<file path="src/rtl/abus_pkg.sv">
// rtl/abus_pkg.sv - shared types and constants for the A-bus master
package abus_pkg;

    localparam int ABUS_AW          = 26;
    localparam int ABUS_DW          = 16;
    localparam int ABUS_TIMEOUT_DEF = 1024;

    typedef enum logic [2:0] {
        ST_IDLE,
        ST_SETUP,
        ST_STROBE,
        ST_HOLD,
        ST_DONE
    } abus_state_t;

    localparam logic [1:0] AREA_CS0  = 2'd0;
    localparam logic [1:0] AREA_CS1  = 2'd1;
    localparam logic [1:0] AREA_CS2  = 2'd2;
    localparam logic [1:0] AREA_NONE = 2'd3;

    localparam logic [1:0] SZ_BYTE = 2'd0;
    localparam logic [1:0] SZ_WORD = 2'd1;
    localparam logic [1:0] SZ_LONG = 2'd2;

    // Active-low chip-select vector {ACS2_N, ACS1_N, ACS0_N} for an area code
    function automatic logic [2:0] cs_decode(input logic [1:0] area);
        case (area)
            AREA_CS0: cs_decode = 3'b110;
            AREA_CS1: cs_decode = 3'b101;
            AREA_CS2: cs_decode = 3'b011;
            default:  cs_decode = 3'b111;
        endcase
    endfunction

endpackage

</file>
<file path="src/rtl/abus_if.sv">
// rtl/abus_if.sv - A-bus pin bundle with master and slave views
interface abus_if;
    import abus_pkg::*;

    logic [ABUS_AW-1:0] AA;
    logic [ABUS_DW-1:0] ADI;
    logic [ABUS_DW-1:0] ADO;
    logic               ACS0_N;
    logic               ACS1_N;
    logic               ACS2_N;
    logic               ARD_N;
    logic               AWRU_N;
    logic               AWRL_N;
    logic               AWAIT_N;

    modport master (
        output AA, ADO, ACS0_N, ACS1_N, ACS2_N, ARD_N, AWRU_N, AWRL_N,
        input  ADI, AWAIT_N
    );

    modport slave (
        input  AA, ADO, ACS0_N, ACS1_N, ACS2_N, ARD_N, AWRU_N, AWRL_N,
        output ADI, AWAIT_N
    );

endinterface

</file>
<file path="src/rtl/abus_master.sv">
// rtl/abus_master.sv - request-to-A-bus master with wait states, AWAIT_N stretch and timeout
module abus_master
    import abus_pkg::*;
#(
    parameter int TIMEOUT = ABUS_TIMEOUT_DEF
) (
    input  logic        CLK,
    input  logic        RST_N,
    input  logic        CE_R,
    input  logic        CE_F,
    input  logic        REQ,
    input  logic [1:0]  REQ_AREA,
    input  logic [25:0] REQ_A,
    input  logic [31:0] REQ_D,
    input  logic        REQ_WE,
    input  logic [1:0]  REQ_SZ,
    output logic [31:0] REQ_Q,
    output logic        ACK,
    output logic        ERR,
    input  logic [11:0] WAIT_CFG,
    abus_if.master      bus
);

    localparam int              TW       = $clog2(TIMEOUT + 1);
    localparam logic [TW-1:0]   TMO_LAST = TW'(TIMEOUT - 1);

    abus_state_t r_state, w_state;
    logic [1:0]  r_area, w_area;
    logic [31:0] r_d, w_d;
    logic        r_we, w_we;
    logic [1:0]  r_sz, w_sz;
    logic        r_half, w_half;
    logic [3:0]  r_cnt, w_cnt;
    logic [TW-1:0] r_tmo, w_tmo;
    logic        r_await, w_await;
    logic [15:0] r_adi, w_adi;
    logic [25:0] r_aa, w_aa;
    logic [15:0] r_ado, w_ado;
    logic [2:0]  r_cs_n, w_cs_n;
    logic        r_rd_n, w_rd_n;
    logic        r_wru_n, w_wru_n;
    logic        r_wrl_n, w_wrl_n;
    logic [31:0] r_q, w_q;
    logic        r_err, w_err;
    logic        r_ack, w_ack;

    logic [1:0]  w_req_sz;
    logic [25:0] w_req_aa;
    logic [3:0]  w_wait;

    assign w_req_sz = (REQ_SZ == 2'd3) ? SZ_WORD : REQ_SZ;
    assign w_req_aa = (w_req_sz == SZ_BYTE) ? REQ_A :
                      (w_req_sz == SZ_WORD) ? {REQ_A[25:1], 1'b0} :
                                              {REQ_A[25:2], 2'b00};
    assign w_wait   = (r_area == AREA_CS0) ? WAIT_CFG[3:0] :
                      (r_area == AREA_CS1) ? WAIT_CFG[7:4] : WAIT_CFG[11:8];

    always_ff @(posedge CLK or negedge RST_N) begin
        if (!RST_N) begin
            r_state <= ST_IDLE;
            r_area  <= 2'd0;
            r_d     <= 32'd0;
            r_we    <= 1'b0;
            r_sz    <= 2'd0;
            r_half  <= 1'b0;
            r_cnt   <= 4'd0;
            r_tmo   <= '0;
            r_await <= 1'b1;
            r_adi   <= 16'd0;
            r_aa    <= 26'd0;
            r_ado   <= 16'd0;
            r_cs_n  <= 3'b111;
            r_rd_n  <= 1'b1;
            r_wru_n <= 1'b1;
            r_wrl_n <= 1'b1;
            r_q     <= 32'd0;
            r_err   <= 1'b0;
            r_ack   <= 1'b0;
        end else begin
            r_state <= w_state;
            r_area  <= w_area;
            r_d     <= w_d;
            r_we    <= w_we;
            r_sz    <= w_sz;
            r_half  <= w_half;
            r_cnt   <= w_cnt;
            r_tmo   <= w_tmo;
            r_await <= w_await;
            r_adi   <= w_adi;
            r_aa    <= w_aa;
            r_ado   <= w_ado;
            r_cs_n  <= w_cs_n;
            r_rd_n  <= w_rd_n;
            r_wru_n <= w_wru_n;
            r_wrl_n <= w_wrl_n;
            r_q     <= w_q;
            r_err   <= w_err;
            r_ack   <= w_ack;
        end
    end

    always_comb begin
        w_state = r_state;
        w_area  = r_area;
        w_d     = r_d;
        w_we    = r_we;
        w_sz    = r_sz;
        w_half  = r_half;
        w_cnt   = r_cnt;
        w_tmo   = r_tmo;
        w_await = r_await;
        w_adi   = r_adi;
        w_aa    = r_aa;
        w_ado   = r_ado;
        w_cs_n  = r_cs_n;
        w_rd_n  = r_rd_n;
        w_wru_n = r_wru_n;
        w_wrl_n = r_wrl_n;
        w_q     = r_q;
        w_err   = r_err;
        w_ack   = 1'b0;

        if (CE_F) begin
            w_await = bus.AWAIT_N;
            if (r_state == ST_STROBE) begin
                w_adi = bus.ADI;
            end
        end

        case (r_state)
            ST_IDLE: begin
                // r_ack blocks the requester's REQ that is still high during ACK
                if (CE_R && REQ && !r_ack) begin
                    w_area = REQ_AREA;
                    w_d    = REQ_D;
                    w_we   = REQ_WE;
                    w_sz   = w_req_sz;
                    w_aa   = w_req_aa;
                    w_half = 1'b0;
                    w_cnt  = 4'd0;
                    w_tmo  = '0;
                    w_q    = 32'd0;
                    w_err  = 1'b0;
                    if (REQ_AREA == AREA_NONE) begin
                        w_q     = 32'hFFFF_FFFF;
                        w_err   = 1'b1;
                        w_state = ST_DONE;
                    end else begin
                        w_cs_n  = cs_decode(REQ_AREA);
                        w_state = ST_SETUP;
                    end
                end
            end
            ST_SETUP: begin
                if (CE_R) begin
                    w_cnt = w_wait;
                    w_tmo = '0;
                    if (r_we) begin
                        case (r_sz)
                            SZ_BYTE: begin
                                w_ado   = {r_d[7:0], r_d[7:0]};
                                w_wru_n = r_aa[0];
                                w_wrl_n = ~r_aa[0];
                            end
                            SZ_WORD: begin
                                w_ado   = r_d[15:0];
                                w_wru_n = 1'b0;
                                w_wrl_n = 1'b0;
                            end
                            default: begin
                                w_ado   = r_half ? r_d[15:0] : r_d[31:16];
                                w_wru_n = 1'b0;
                                w_wrl_n = 1'b0;
                            end
                        endcase
                    end else begin
                        w_rd_n = 1'b0;
                    end
                    w_state = ST_STROBE;
                end
            end
            ST_STROBE: begin
                if (CE_R) begin
                    if (r_cnt == 4'd0 && r_await) begin
                        w_rd_n  = 1'b1;
                        w_wru_n = 1'b1;
                        w_wrl_n = 1'b1;
                        if (!r_we) begin
                            case (r_sz)
                                SZ_BYTE: w_q = {24'd0, r_aa[0] ? r_adi[7:0] : r_adi[15:8]};
                                SZ_WORD: w_q = {16'd0, r_adi};
                                default: w_q = r_half ? {r_q[31:16], r_adi} : {r_adi, r_q[15:0]};
                            endcase
                        end
                        w_state = ST_HOLD;
                    end else if (r_cnt != 4'd0) begin
                        w_cnt = r_cnt - 4'd1;
                    end else if (r_tmo == TMO_LAST) begin
                        w_rd_n  = 1'b1;
                        w_wru_n = 1'b1;
                        w_wrl_n = 1'b1;
                        w_cs_n  = 3'b111;
                        w_q     = 32'hFFFF_FFFF;
                        w_err   = 1'b1;
                        w_state = ST_DONE;
                    end else begin
                        w_tmo = r_tmo + 1'b1;
                    end
                end
            end
            ST_HOLD: begin
                if (CE_R) begin
                    if (r_sz == SZ_LONG && !r_half) begin
                        w_half  = 1'b1;
                        w_aa    = r_aa + 26'd2;
                        w_state = ST_SETUP;
                    end else begin
                        w_cs_n  = 3'b111;
                        w_state = ST_DONE;
                    end
                end
            end
            ST_DONE: begin
                w_ack   = 1'b1;
                w_state = ST_IDLE;
            end
            default: w_state = ST_IDLE;
        endcase
    end

    assign bus.AA     = r_aa;
    assign bus.ADO    = r_ado;
    assign bus.ACS0_N = r_cs_n[0];
    assign bus.ACS1_N = r_cs_n[1];
    assign bus.ACS2_N = r_cs_n[2];
    assign bus.ARD_N  = r_rd_n;
    assign bus.AWRU_N = r_wru_n;
    assign bus.AWRL_N = r_wrl_n;
    assign REQ_Q      = r_q;
    assign ACK        = r_ack;
    assign ERR        = r_err;

endmodule

</file>
<file path="src/flat_wrapper.sv">
// flat-port wrapper written by rule: the top's interface ports become plain ports
module abus_master_flat import abus_pkg::*;
#(
    parameter int TIMEOUT = ABUS_TIMEOUT_DEF
)
  (CLK, RST_N, CE_R, CE_F, REQ, REQ_AREA, REQ_A, REQ_D, REQ_WE, REQ_SZ, REQ_Q, ACK, ERR, WAIT_CFG, bus_AA, bus_ADO, bus_ACS0_N, bus_ACS1_N, bus_ACS2_N, bus_ARD_N, bus_AWRU_N, bus_AWRL_N, bus_ADI, bus_AWAIT_N);
  abus_if bus_i ();
  input  logic CLK;
  input  logic RST_N;
  input  logic CE_R;
  input  logic CE_F;
  input  logic REQ;
  input  logic [1:0] REQ_AREA;
  input  logic [25:0] REQ_A;
  input  logic [31:0] REQ_D;
  input  logic REQ_WE;
  input  logic [1:0] REQ_SZ;
  output logic [31:0] REQ_Q;
  output logic ACK;
  output logic ERR;
  input  logic [11:0] WAIT_CFG;
  output wire logic [$bits(bus_i.AA)-1:0] bus_AA;
  output wire logic [$bits(bus_i.ADO)-1:0] bus_ADO;
  output wire logic [$bits(bus_i.ACS0_N)-1:0] bus_ACS0_N;
  output wire logic [$bits(bus_i.ACS1_N)-1:0] bus_ACS1_N;
  output wire logic [$bits(bus_i.ACS2_N)-1:0] bus_ACS2_N;
  output wire logic [$bits(bus_i.ARD_N)-1:0] bus_ARD_N;
  output wire logic [$bits(bus_i.AWRU_N)-1:0] bus_AWRU_N;
  output wire logic [$bits(bus_i.AWRL_N)-1:0] bus_AWRL_N;
  input wire logic [$bits(bus_i.ADI)-1:0] bus_ADI;
  input wire logic [$bits(bus_i.AWAIT_N)-1:0] bus_AWAIT_N;
  assign bus_AA = bus_i.AA;
  assign bus_ADO = bus_i.ADO;
  assign bus_ACS0_N = bus_i.ACS0_N;
  assign bus_ACS1_N = bus_i.ACS1_N;
  assign bus_ACS2_N = bus_i.ACS2_N;
  assign bus_ARD_N = bus_i.ARD_N;
  assign bus_AWRU_N = bus_i.AWRU_N;
  assign bus_AWRL_N = bus_i.AWRL_N;
  assign bus_i.ADI = bus_ADI;
  assign bus_i.AWAIT_N = bus_AWAIT_N;
  abus_master #(.TIMEOUT(TIMEOUT)) u_core (.CLK(CLK), .RST_N(RST_N), .CE_R(CE_R), .CE_F(CE_F), .REQ(REQ), .REQ_AREA(REQ_AREA), .REQ_A(REQ_A), .REQ_D(REQ_D), .REQ_WE(REQ_WE), .REQ_SZ(REQ_SZ), .REQ_Q(REQ_Q), .ACK(ACK), .ERR(ERR), .WAIT_CFG(WAIT_CFG), .bus(bus_i));
endmodule
</file>
<file path="config.mk">
export PLATFORM = sky130hd
export DESIGN_NAME = abus_master_flat
export DESIGN_NICKNAME = d
export VERILOG_FILES = /design/src/rtl/abus_pkg.sv /design/src/rtl/abus_if.sv /design/src/rtl/abus_master.sv /design/src/flat_wrapper.sv
export SDC_FILE = /design/constraint.sdc
export NUM_CORES = 1
export LEC_CHECK = 0
export CORE_ASPECT_RATIO = 1.5
export CORE_UTILIZATION = 40
export CTS_CLUSTER_DIAMETER = 150
export DETAILED_ROUTE_END_ITERATION = 12
export GPL_TIMING_DRIVEN = 0
export PLACE_DENSITY = 0.71
export SKIP_LAST_GASP = 1
export SLEW_MARGIN = 10
export SYNTH_ARGS = -nofsm -noshare
export SYNTH_HDL_FRONTEND = slang
export SYNTH_SLANG_ARGS = --single-unit
</file>
<file path="constraint.sdc">
create_clock -name CLK -period 3.05 [get_ports CLK]
set_input_delay 0.305 -clock CLK [delete_from_list [all_inputs] [get_ports CLK]]
set_output_delay 0.305 -clock CLK [all_outputs]
set_load 0.02 [all_outputs]
</file>
**Yosys cells after proc, flatten, opt, wreduce, memory -nomap -nowiden**

Cells that the tools add are included.

- RAM bits: 0
- Bits in registers: 155
- Bits in read-only memories: 0
- Logic and storage cells: 167
- Memories: 0
- Latch bits: 0

- Mux-type cells: 80
- Reduce and logical (&&, ||, !) cells: 31
- Magnitude comparators: 0
- Multiply operators: 0
- Bitwise operators: 1
- Shifts and indexed selects: 0
- Divide/modulo/power cells: 0
- Add/subtract/negate cells: 3
- Eq/ne operators: 32

Operator list:

| cell | number |
|---|---|
| 32-bit two-way mux | 8 |
| 32-bit case mux with 2 select lines | 2 |
| 26-bit two-way mux | 3 |
| 11-bit two-way mux | 6 |
| 26-bit case mux with 2 select lines | 1 |
| 3-bit two-way mux | 17 |
| 11-bit case mux with 3 select lines | 1 |
| 16-bit case mux with 2 select lines | 1 |
| 6-bit AND reduction | 5 |
| 4-bit two-way mux | 7 |
| 26-bit by 2-bit adder with 26-bit output (second input constant) | 1 |
| 2-bit != test (second input constant) | 11 |
| 7-bit AND reduction | 3 |
| 1-bit two-way mux | 20 |
| 3-bit case mux with 3 select lines | 2 |
| 16-bit two-way mux | 1 |
| 3-bit case mux with 4 select lines | 1 |
| 4-bit case mux with 3 select lines | 1 |
| 11-bit by 1-bit adder with 11-bit output (second input constant) | 1 |
| 11-bit by 10-bit equality test with 1-bit output (second input constant) | 1 |
| 1-bit case mux with 2 select lines | 5 |
| 3-bit != test (second input constant) | 3 |
| 9-bit AND reduction | 1 |
| 2-bit by 1-bit equality test with 1-bit output (second input constant) | 4 |
| other kinds (22) | 41 |

**Logic depth before layout (Yosys ltp)**

Gate-level depths: netlist (run 1).

- Depth in word-level cells: 7
- Gate-level depth with buffers: 8

**Worst setup path after synthesis (run 1)**

Ideal clock, no wire load.

- Path kind: reg2reg
- Start point: reg u_core.r_cnt[0]
- End point: reg u_core.r_cs_n[0]
- Library setup time: 0.082 ns
- Cell stages (with the launch flop): 8
- Slack: 0.959 ns
- Required time: 2.968 ns
- Path buffers: 0
- Data arrival time: 2.009 ns
- Period minus slack after synthesis: 2.091 ns
- Path through: dfrtp_1 inv_1 ha_1 or4b_4 nor4_1 nor2_1 nor3_2 mux2_2

- Word-level cells in the longest chain between the ends: 4

RTL lines:

| item | RTL line | RTL |
|---|---|---|
| from (decl) | abus_master.sv:33 | `logic [3:0] r_cnt, w_cnt;` |
| from (signal assigned) | abus_master.sv:86 | `r_cnt <= w_cnt;` |
| 4-bit zero test | abus_master.sv:184 | `if (r_cnt == 4'd0 && r_await) begin` |
| 1-bit logical AND | abus_master.sv:184 |  |
| 2-bit != test (no source line) | -- |  |
| 9-bit AND reduction (no source line) * | -- |  |
| to (signal assigned) | abus_master.sv:92 | `r_cs_n <= w_cs_n;` |
| to (decl) | abus_master.sv:39 | `logic [2:0] r_cs_n, w_cs_n;` |

Every way passes the cells marked *; elsewhere a longest branch is shown, timed or not.
A chain may end at the register's enable or synchronous reset.

**Worst setup path after layout (run 1)**

- Start point: reg u_core.r_cnt[0]
- End point: reg u_core.r_q[4], in the netlist u_core.REQ_Q[4]

- Word-level cells in the longest chain between the ends: 5

RTL lines:

| item | RTL line | RTL |
|---|---|---|
| 4-bit zero test | abus_master.sv:184 |  |
| 1-bit logical AND | abus_master.sv:184 |  |
| 32-bit two-way mux | abus_master.sv:184 |  |
| 32-bit two-way mux | abus_master.sv:183 | `if (CE_R) begin` |
| 32-bit case mux with 2 select lines | abus_master.sv:130 | `case (r_state)` |
| to (signal assigned) | abus_master.sv:96 | `r_q <= w_q;` |
| to (decl) | abus_master.sv:43 | `logic [31:0] r_q, w_q;` |

Parallel ways exist; a longest one is shown, timed or not. The select of a mux whose other input is x is not followed.

==> results of run 1 <==
-- area by class of cell --
cell class,instances,area [µm²]
Tap cell,256,320
Timing Repair Buffer,180,1820
Sequential cell,155,3890
Fill cell,1807,8600
Inverter,13,48.8
Buffer,54,238
Clock inverter,10,118
Clock buffer,22,464
Multi-Input combinational cell,611,3590
-- sequential cells by signal (all words and copies together) (netlist names), 2 cells and up --
name / flops
u_core.REQ_Q: 32
u_core.bus.AA: 26
u_core.bus.ADO: 16
u_core.r_adi: 16
u_core.r_area: 2
u_core.r_cnt: 4
u_core.r_cs_n: 3
u_core.r_d: 32
u_core.r_state: 3
u_core.r_sz: 2
u_core.r_tmo: 11
-- final timing paths --
| kind | startpoint | end | cells after the start |
|---|---|---|---|
| worst max-delay path | u_core.r_cnt[0] | u_core.REQ_Q[4] | 8 |
| worst min-delay path | REQ_D[19] | u_core.r_d[19] | 3 |
| worst max register to register | u_core.r_cnt[0] | u_core.REQ_Q[4] | 8 |
| worst min register to register | u_core.r_d[17] | u_core.r_d[17] | 2 |
| max in group asynchronous | RST_N | u_core.r_cs_n[2] | 3 |
| min in group asynchronous | RST_N | u_core.r_adi[11] | 2 |
-- cell usage in the layout (no fill, tap or decap), drive strengths merged, types with 8 or more instances in the layout --
cell type and count:
dfrtp 148, a211oi 11, mux2 26, o2bb2ai 32, nand4 12, nor2 34, buf 21, and3 8
nor3 9, nor4 8, a31oi 16, nand3 22, inv 15, mux2i 22, o21ai 72, a21oi 64
clkbuf 57, clkdlybuf4s50 177, nand2 188
-- cell families (layout without fill, tap and decap cells) --
kind of cell,count (synthesis),count (layout),synth area share
fa+ha+maj,4,4,0.00645
mux,48,48,0.0661
simple gates,313,313,0.186
flops,155,155,0.501
xor+xnor,3,3,0.00339
compound gates,243,243,0.201
buf+inv,67,279,0.0369
-- power groups by stage --
stage	Clock (mW)	Combinational, mW	Sequential, mW
after floorplan	0	2.10	4.15
after global placement	0	4.40	3.78
after detailed placement	0	4.48	3.79
after CTS	2.14	4.50	3.77
after global routing	2.22	4.87	3.89
final	2.11	4.47	3.78
-- per-stage QoR --
step / setup WS, ps / setup TNS [ps] / hold slack, ps / cell area (µm²)
global placement: -4760 / -720510 / 458 / 9860
floorplan: 959 / 0 / 9.41 / 7760
detailed placement: 157 / 0 / 328 / 9900
finish: 304 / 0 / 407 / 10500
global route: 127 / 0 / 404 / 10500
CTS: 303 / 0 / 394 / 10500
-- metal layers --
metal,GRT usage,up-vias,share of wire
li1,-,3391,-
met1,0.298,3490,0.40
met2,0.422,252,0.52
met3,0.0456,49,0.051
met4,0.0999,0,0.031
met5,0,-,0
-- worst min-delay path: stages --
cell and delay (ps):
clkdlybuf4s50_1 400, nand2_1 50, nand2_1 40
==> reports/qor.yml, run 1 <==
grt_max_degree: 79
yosys.area.top_type: "dfrtp_1"
viasPerCell: 5.52
drc: 0
clk_path_buf_depth: 2
path_clk_slew_ps: 60
layout_min_cycle_time_ps: 2750
hold_path.class: "input port to register"
die_w_um: 116
post-route-util: 0.550
synth.avg_cell_area_um2: 9.32
wire_per_inst_um: 18.0
totalPowerFinal_mw: 10.4
ant_nets: 0
yosysSeqAreaShare: 0.501
gr-total-overflow: 0
worstPathCellList: "inv_1, ha_1, nor3b_1, clkbuf_1, nand3_1, clkbuf_1, a211oi_1, o2bb2ai_1"
cp_slowest_cell: "clkbuf_1"
skew_ps: 12.4
setup_viol: 0
crit_fanout: 10
synth_edf_count: 0
insertedDiodeCount: 0
place_congestion: 0.880
arrival_ps: 3040
swShare: 0.398
cts_setup_buffers: 0
slowest_delay_ps: 430
rsz0062_at_grt: "false"
dr_total_vias: 7182
power_frac_seq: 0.365
portBuffers: 178
cts_hold_buffers: 1
initial_core_util: 0.407
dr.first_iter.drc_count: 549
timing.final.hold_violations: 0
synth_area_mm2: 0.00776
syn_to_final_growth_pct: 35.1
core_area_mm2: 0.0191
report.final.slew_viol_count: 0
p_leak_nw: 4.40
critical_path_class: "register to register"
fmax_mhz: 364
slew_headroom: 0.512
clkLatencyLatePin_ps: 430
layout-drive-gt1-share: 0.0871
synth_area_leaders: "dfrtp_1 (48%), nand2_1 (9.0%), o21ai_0 (4.4%)"
tightest_slew_ps: 731
synth-seq-cells: 155
hpwl_um: 17100
grt_pass1_wl_um: 37700
p_sw_mw: 4.12
synth_top_area_frac: 0.477
pwr-share-comb: 0.431
outcome: "finished clean"
syn_inst: 833
r2r_slack_ps: 300
synthTopCellsByCount: "nand2_1 (186), dfrtp_1 (148), o21ai_0 (68)"
finalNonFillerCells: 1301
core.rowCount: 62
grt_pass1_vias: 7180
synth_most_common_cell: "nand2_1"
drt_wl_total_um: 23400
placed_cells: 1268
synth_fp_nets: 934
cts-root-buf: "clkbuf_16"
ys.flop_type: "dfrtp_1"
fin_nets: 1133
htree_levels: 4
cpMostUsedCell: "clkbuf_1"
maxCapViolations: 0
cp-start-kind: "register"
yosys_warnings: 0
netlist-cell-type-count: 65
path_buf_inv: 3
cts_sinks: 155
clock_power_share: 0.203
die_height_um: 173
cts_resized: 0
internal_power_mw: 6.23
grt_use_total: 0.245
peakVddDrop_mv: 0.584
path_delay_family: "buffers and inverters"
fin_crit_sh: 0.900
cts_tree: "yes"
io_pins: 179
dieArea_mm2: 0.0200
drt-pass1-iter-count: 7
synth-async-reset-ratio: 1.00
pwr_density_cell_mw_per_mm2: 987
cp_data_required_time_ps: 3340
critPathCaptureType: "register"
cts_buffers: 17
antenna_found_initial: 0
No activity file was read; power rests on OpenSTA's default activity.
==> run 2, diff against run 1 <==
--- a/config.mk
+++ b/config.mk
@@ -5,12 +5,14 @@
 export SDC_FILE = /design/constraint.sdc
 export NUM_CORES = 1
 export LEC_CHECK = 0
+export ABC_CLOCK_PERIOD_IN_PS = 3050
 export CORE_ASPECT_RATIO = 1.5
 export CORE_UTILIZATION = 40
 export CTS_CLUSTER_DIAMETER = 150
 export DETAILED_ROUTE_END_ITERATION = 12
+export DONT_BUFFER_PORTS = 1
 export GPL_TIMING_DRIVEN = 0
-export PLACE_DENSITY = 0.71
+export PLACE_DENSITY = 0.59
 export SKIP_LAST_GASP = 1
 export SLEW_MARGIN = 10
 export SYNTH_ARGS = -nofsm -noshare
==> run 2 against run 1 <==
Total power is 8.0% lower. The flow now finishes with violations (negative hold slack). Largest cell class unchanged. Register-to-register slack is essentially flat. Worst hold slack worse by 850 ps. Global-route usage rose by 0.13 points.
==> reports/qor.yml, run 2 (synthesis results as in run 1) <==
dr.first_iter.drc_count: 495
final_cell_mix: "nand2_1 (186), dfrtp_1 (148), o21ai_0 (68)"
die_w_um: 116
tightest_slew_ps: 779
slew_headroom: 0.481
core_area_mm2: 0.0191
htree_levels: 4
wire_per_inst_um: 20.2
timing.final.hold_violations: 155
cts_resized: 0
drc: 0
cts_buffers: 17
grt_pass1_vias: 6747
layout-drive-gt1-share: 0.100
critPathCapture: "u_core.REQ_Q[4]"
cp-start-kind: "register"
pwr_density_cell_mw_per_mm2: 1040
totalPowerFinal_mw: 9.53
power_frac_seq: 0.471
tns_ps: 0
gr-total-overflow: 0
worstPathCellList: "inv_1, ha_1, nor3b_1, clkbuf_1, nand3_1, clkbuf_1, a211oi_1, o2bb2ai_1"
drt_wl_total_um: 23500
layout_commonest_cell: "nand2_1"
portBuffers: 0
hold_path.class: "input port to asynchronous set/reset pin"
critPathCaptureType: "register"
dieArea_mm2: 0.0200
drt-pass1-iter-count: 5
clk_path_buf_depth: 2
slowest_delay_ps: 430
crit_fanout: 10
die_height_um: 173
cp_data_required_time_ps: 3360
arrival_ps: 3050
cts_tree: "yes"
critical_path_class: "register to register"
placed_cells: 1089
hold_ws_ps: -442
place_ws_ps: 293
path_buf_inv: 3
outcome: "complete, but fails checks"
path_clk_slew_ps: 70
report.final.slew_viol_count: 0
grt_max_degree: 156
dr_total_vias: 6612
p_leak_nw: 3.91
r2r_end: "u_core.REQ_Q[4]"
cts_setup_buffers: 0
hpwl_um: 16500
cp.depth: 8
skew_ps: 8.38
p_sw_mw: 4.03
setup_viol: 0
core.rowCount: 62
grt_use_total: 0.247
path_delay_family: "buffers and inverters"
clock_power_share: 0.242
syn_to_final_growth_pct: 18.0
layout_min_cycle_time_ps: 2740
reg2reg_depth: 8
io_pins: 179
grt_pass1_wl_um: 37400
ant_nets: 0
fmax_mhz: 365
r2r_slack_ps: 310
cts_sinks: 155
pwr-share-comb: 0.287
setup_slack_ps: 307
rsz0062_at_grt: "false"
fin_nets: 997
fin_crit_sh: 0.899
antenna_found_initial: 0
finalNonFillerCells: 1165
cpMostUsedCell: "clkbuf_1"
swShare: 0.423
maxCapViolations: 0
cts-root-buf: "clkbuf_16"
initial_core_util: 0.407
violations: "negative hold slack"
peakVddDrop_mv: 0.554
insertedDiodeCount: 0
viasPerCell: 5.68
setup.worst_path.start: "u_core.r_cnt[0]"
reg2reg_from: "u_core.r_cnt[0]"
cp_slowest_cell: "nor3b_1"
internal_power_mw: 5.49
place_congestion: 0.851
clkLatencyLatePin_ps: 440
-- run 2: cell count changes in the layout (fill, tap and decap cells not counted), moves of 2 or more --
cell | previous run | this run
clkbuf_1 | 38 | 36
clkbuf_8 | 2 | 4
clkdlybuf4s50_1 | 177 | 0
clkinv_2 | 3 | 0
dlygate4sd3_1 | 1 | 44
-- run 2: routing by layer --
metal	GRT usage	routed length [µm]
met5	0	0
met4	0.0764	537
met3	0.0764	1720
met2	0.423	12100
met1	0.292	9210
-- run 2: final cells by class --
class | instances | area (µm²)
fill | 1857 | 9920
multi-input combinational | 611 | 3590
buffer | 54 | 238
inverter | 13 | 48.8
clock buffer | 22 | 484
timing repair buffer | 44 | 440
clock inverter | 10 | 154
sequential | 155 | 3890
tap | 256 | 320
-- run 2: timing repair --
item                                    CTS  global route
endpoints found under the setup margin    0             0
hold endpoints to repair                195           158
hold buffers                             41             3
-- run 2: how the worst min path moves through the flow --
stage                     startpoint               end  slack (ps)
after floorplan                RST_N        u_core.ACK           9
after global placement         RST_N  u_core.r_adi[11]          10
after detailed placement       RST_N  u_core.r_adi[10]          10
after CTS                      RST_N  u_core.r_adi[10]        -450
after global routing           RST_N  u_core.r_adi[11]        -460
final                          RST_N  u_core.r_adi[10]        -440
-- run 2: worst reg2reg max path: cells and delay by family, from the launching register on --
kind,cells,cell delay [ps]
fa+ha+maj,1,170
compound gates,2,500
buf+inv,3,820
flops,1,410
simple gates,2,730
-- run 2: power groups by stage --
stage / logic [mW] / clock network, mW / registers, mW
2_1_floorplan: 2.10 / 0 / 4.15
3_3_place_gp: 2.62 / 0 / 4.49
3_5_place_dp: 2.67 / 0 / 4.51
4_1_cts: 2.73 / 2.34 / 4.48
5_1_grt: 3.08 / 2.42 / 4.62
6_report: 2.74 / 2.31 / 4.48
-- run 2: through the flow --
step            util  cell area, µm²
3_5_place_dp   0.423            8080
2_1_floorplan      -            7760
6_report       0.480            9160
5_1_grt        0.480            9160
3_3_place_gp   0.423            8080
4_1_cts        0.478            9130
==> run 3, diff against run 2 <==
==> constraint.sdc (replaced) <==
create_clock -name CLK -period 3.05 [get_ports CLK]
set_input_delay 0.915 -clock CLK [delete_from_list [all_inputs] [get_ports CLK]]
set_output_delay 0.915 -clock CLK [all_outputs]
set_load 0.02 [all_outputs]
==> run 3 against run 2 <==
The run now ends clean. Die area is the same. Setup slack lost 34 ps. Worst hold slack gained 610 ps. Via count shrank 2.2%. Sequential power is essentially flat. Wire length shrank 1.4%. Register-to-register slack lost 30 ps. Clock power is essentially flat. Non-clock buffer count shrank 44. Final cell count shrank 3.8%. Clock skew grew 2.7 ps. Global-route usage shrank 0.41 points. Largest cell class unchanged. Highest routed layer unchanged.
==> reports/qor.yml, run 3 (synthesis results as in run 1) <==
core.rowCount: 62
fmax_mhz: 360
skew_ps: 11.0
grt_use_total: 0.243
layout-drive-gt1-share: 0.105
initial_core_util: 0.407
register_area_mm2: 0.00389
arrival_ps: 3080
portBuffers: 0
grt_max_degree: 156
multi_input_area_mm2: 0.00359
layout_commonest_cell: "nand2_1"
maxCapViolations: 0
core_area_mm2: 0.0191
hold_path.class: "input port to asynchronous set/reset pin"
cts_setup_buffers: 0
drc: 0
drt_wl_total_um: 23200
ant_nets: 0
cts_tree: "yes"
cp-start-kind: "register"
cp_data_required_time_ps: 3360
fin_nets: 953
critPathCaptureType: "register"
wire_per_inst_um: 20.7
syn_to_final_growth_pct: 12.3
pwr_density_cell_mw_per_mm2: 1090
grt_pass1_vias: 6501
p_leak_nw: 3.72
hold_ws_ps: 172
gr-total-overflow: 0
htree_levels: 4
cts_sinks: 155
cts_hold_buffers: 0
timing.final.hold_violations: 0
fillers: 1900
path_clk_slew_ps: 70
grt_pass1_wl_um: 36600
cts_buffers: 17
peakVddDrop_mv: 0.553
place_congestion: 0.851
dr.first_iter.drc_count: 440
antenna_found_initial: 0
report.final.slew_viol_count: 0
outcome: "finished clean"
reg2reg_depth: 8
tightest_slew_ps: 759
critical_path_class: "register to register"
die_height_um: 173
insertedDiodeCount: 0
cts_resized: 0
cts-root-buf: "clkbuf_16"
die_w_um: 116
slew_headroom: 0.494
rsz0062_at_grt: "false"
dr_total_vias: 6465
io_pins: 179
totalPowerFinal_mw: 9.47
drt-pass1-iter-count: 5
clk_path_buf_depth: 2
final_cell_mix: "nand2_1 (186), dfrtp_1 (148), o21ai_0 (68)"
tns_ps: 0
viasPerCell: 5.77
clkLatencyLatePin_ps: 440
layout_min_cycle_time_ps: 2780
dieArea_mm2: 0.0200
crit_fanout: 10
setup_viol: 0
hpwl_um: 16500
fin_crit_sh: 0.911
[run 3: cell types whose count changed in the layout (fill, tap and decap cells not counted)]
cell	delta
dlygate4sd3_1	-44
[run 3: routing by layer]
metal | track usage | vias to the layer above | routed length, µm
li1 | - | 3039 | -
met1 | 0.284 | 3160 | 9010
met2 | 0.410 | 226 | 11800
met3 | 0.0824 | 40 | 1730
met4 | 0.0817 | 0 | 645
met5 | 0 | - | 0
[run 3: worst paths after layout]
path	from	to	slack, ps
setup / recovery	u_core.r_cnt[0]	u_core.REQ_Q[4]	270
max in group asynchronous	RST_N	u_core.r_cs_n[2]	2600
hold / removal	RST_N	u_core.r_adi[10]	170
min in group CLK	u_core.r_d[29]	u_core.r_d[29]	480
setup reg to reg	u_core.r_cnt[0]	u_core.REQ_Q[4]	270
hold reg to reg	u_core.r_d[29]	u_core.r_d[29]	480
[run 3: stage by stage]
| step | std cells | setup WS (ps) | utilization | cell area [µm²] |
|---|---|---|---|---|
| after floorplan | 833 | 773 | - | 7760 |
| after global placement | 1089 | 155 | 0.423 | 8080 |
| after detailed placement | 1089 | 173 | 0.423 | 8080 |
| after CTS | 1121 | 270 | 0.457 | 8720 |
| after global routing | 1121 | 78.8 | 0.457 | 8720 |
| final | 1121 | 273 | 0.457 | 8720 |
[run 3: cell type report]
| cell class | instances | share of cell area |
|---|---|---|
| Buffer | 54 | 0.0273 |
| Clock buffer | 22 | 0.0555 |
| Clock inverter | 10 | 0.0176 |
| Inverter | 13 | 0.00560 |
| Multi-Input combinational cell | 611 | 0.411 |
| Sequential cell | 155 | 0.446 |
| Tap cell | 256 | 0.0367 |
[run 3: power breakdown]
| group | total [mW] | internal [mW] | switching, mW |
|---|---|---|---|
| registers | 4.48 | 2.96 | 1.52 |
| logic | 2.68 | 1.11 | 1.57 |
| clock network | 2.31 | 1.39 | 0.915 |
[run 3: critical path, cell delays in order (launching register included)]
cell       delay, ps
dfrtp_1          410
inv_1             90
ha_1             170
nor3b_1          430
clkbuf_1         400
nand3_1          290
clkbuf_1         320
a211oi_1         420
o2bb2ai_1        120
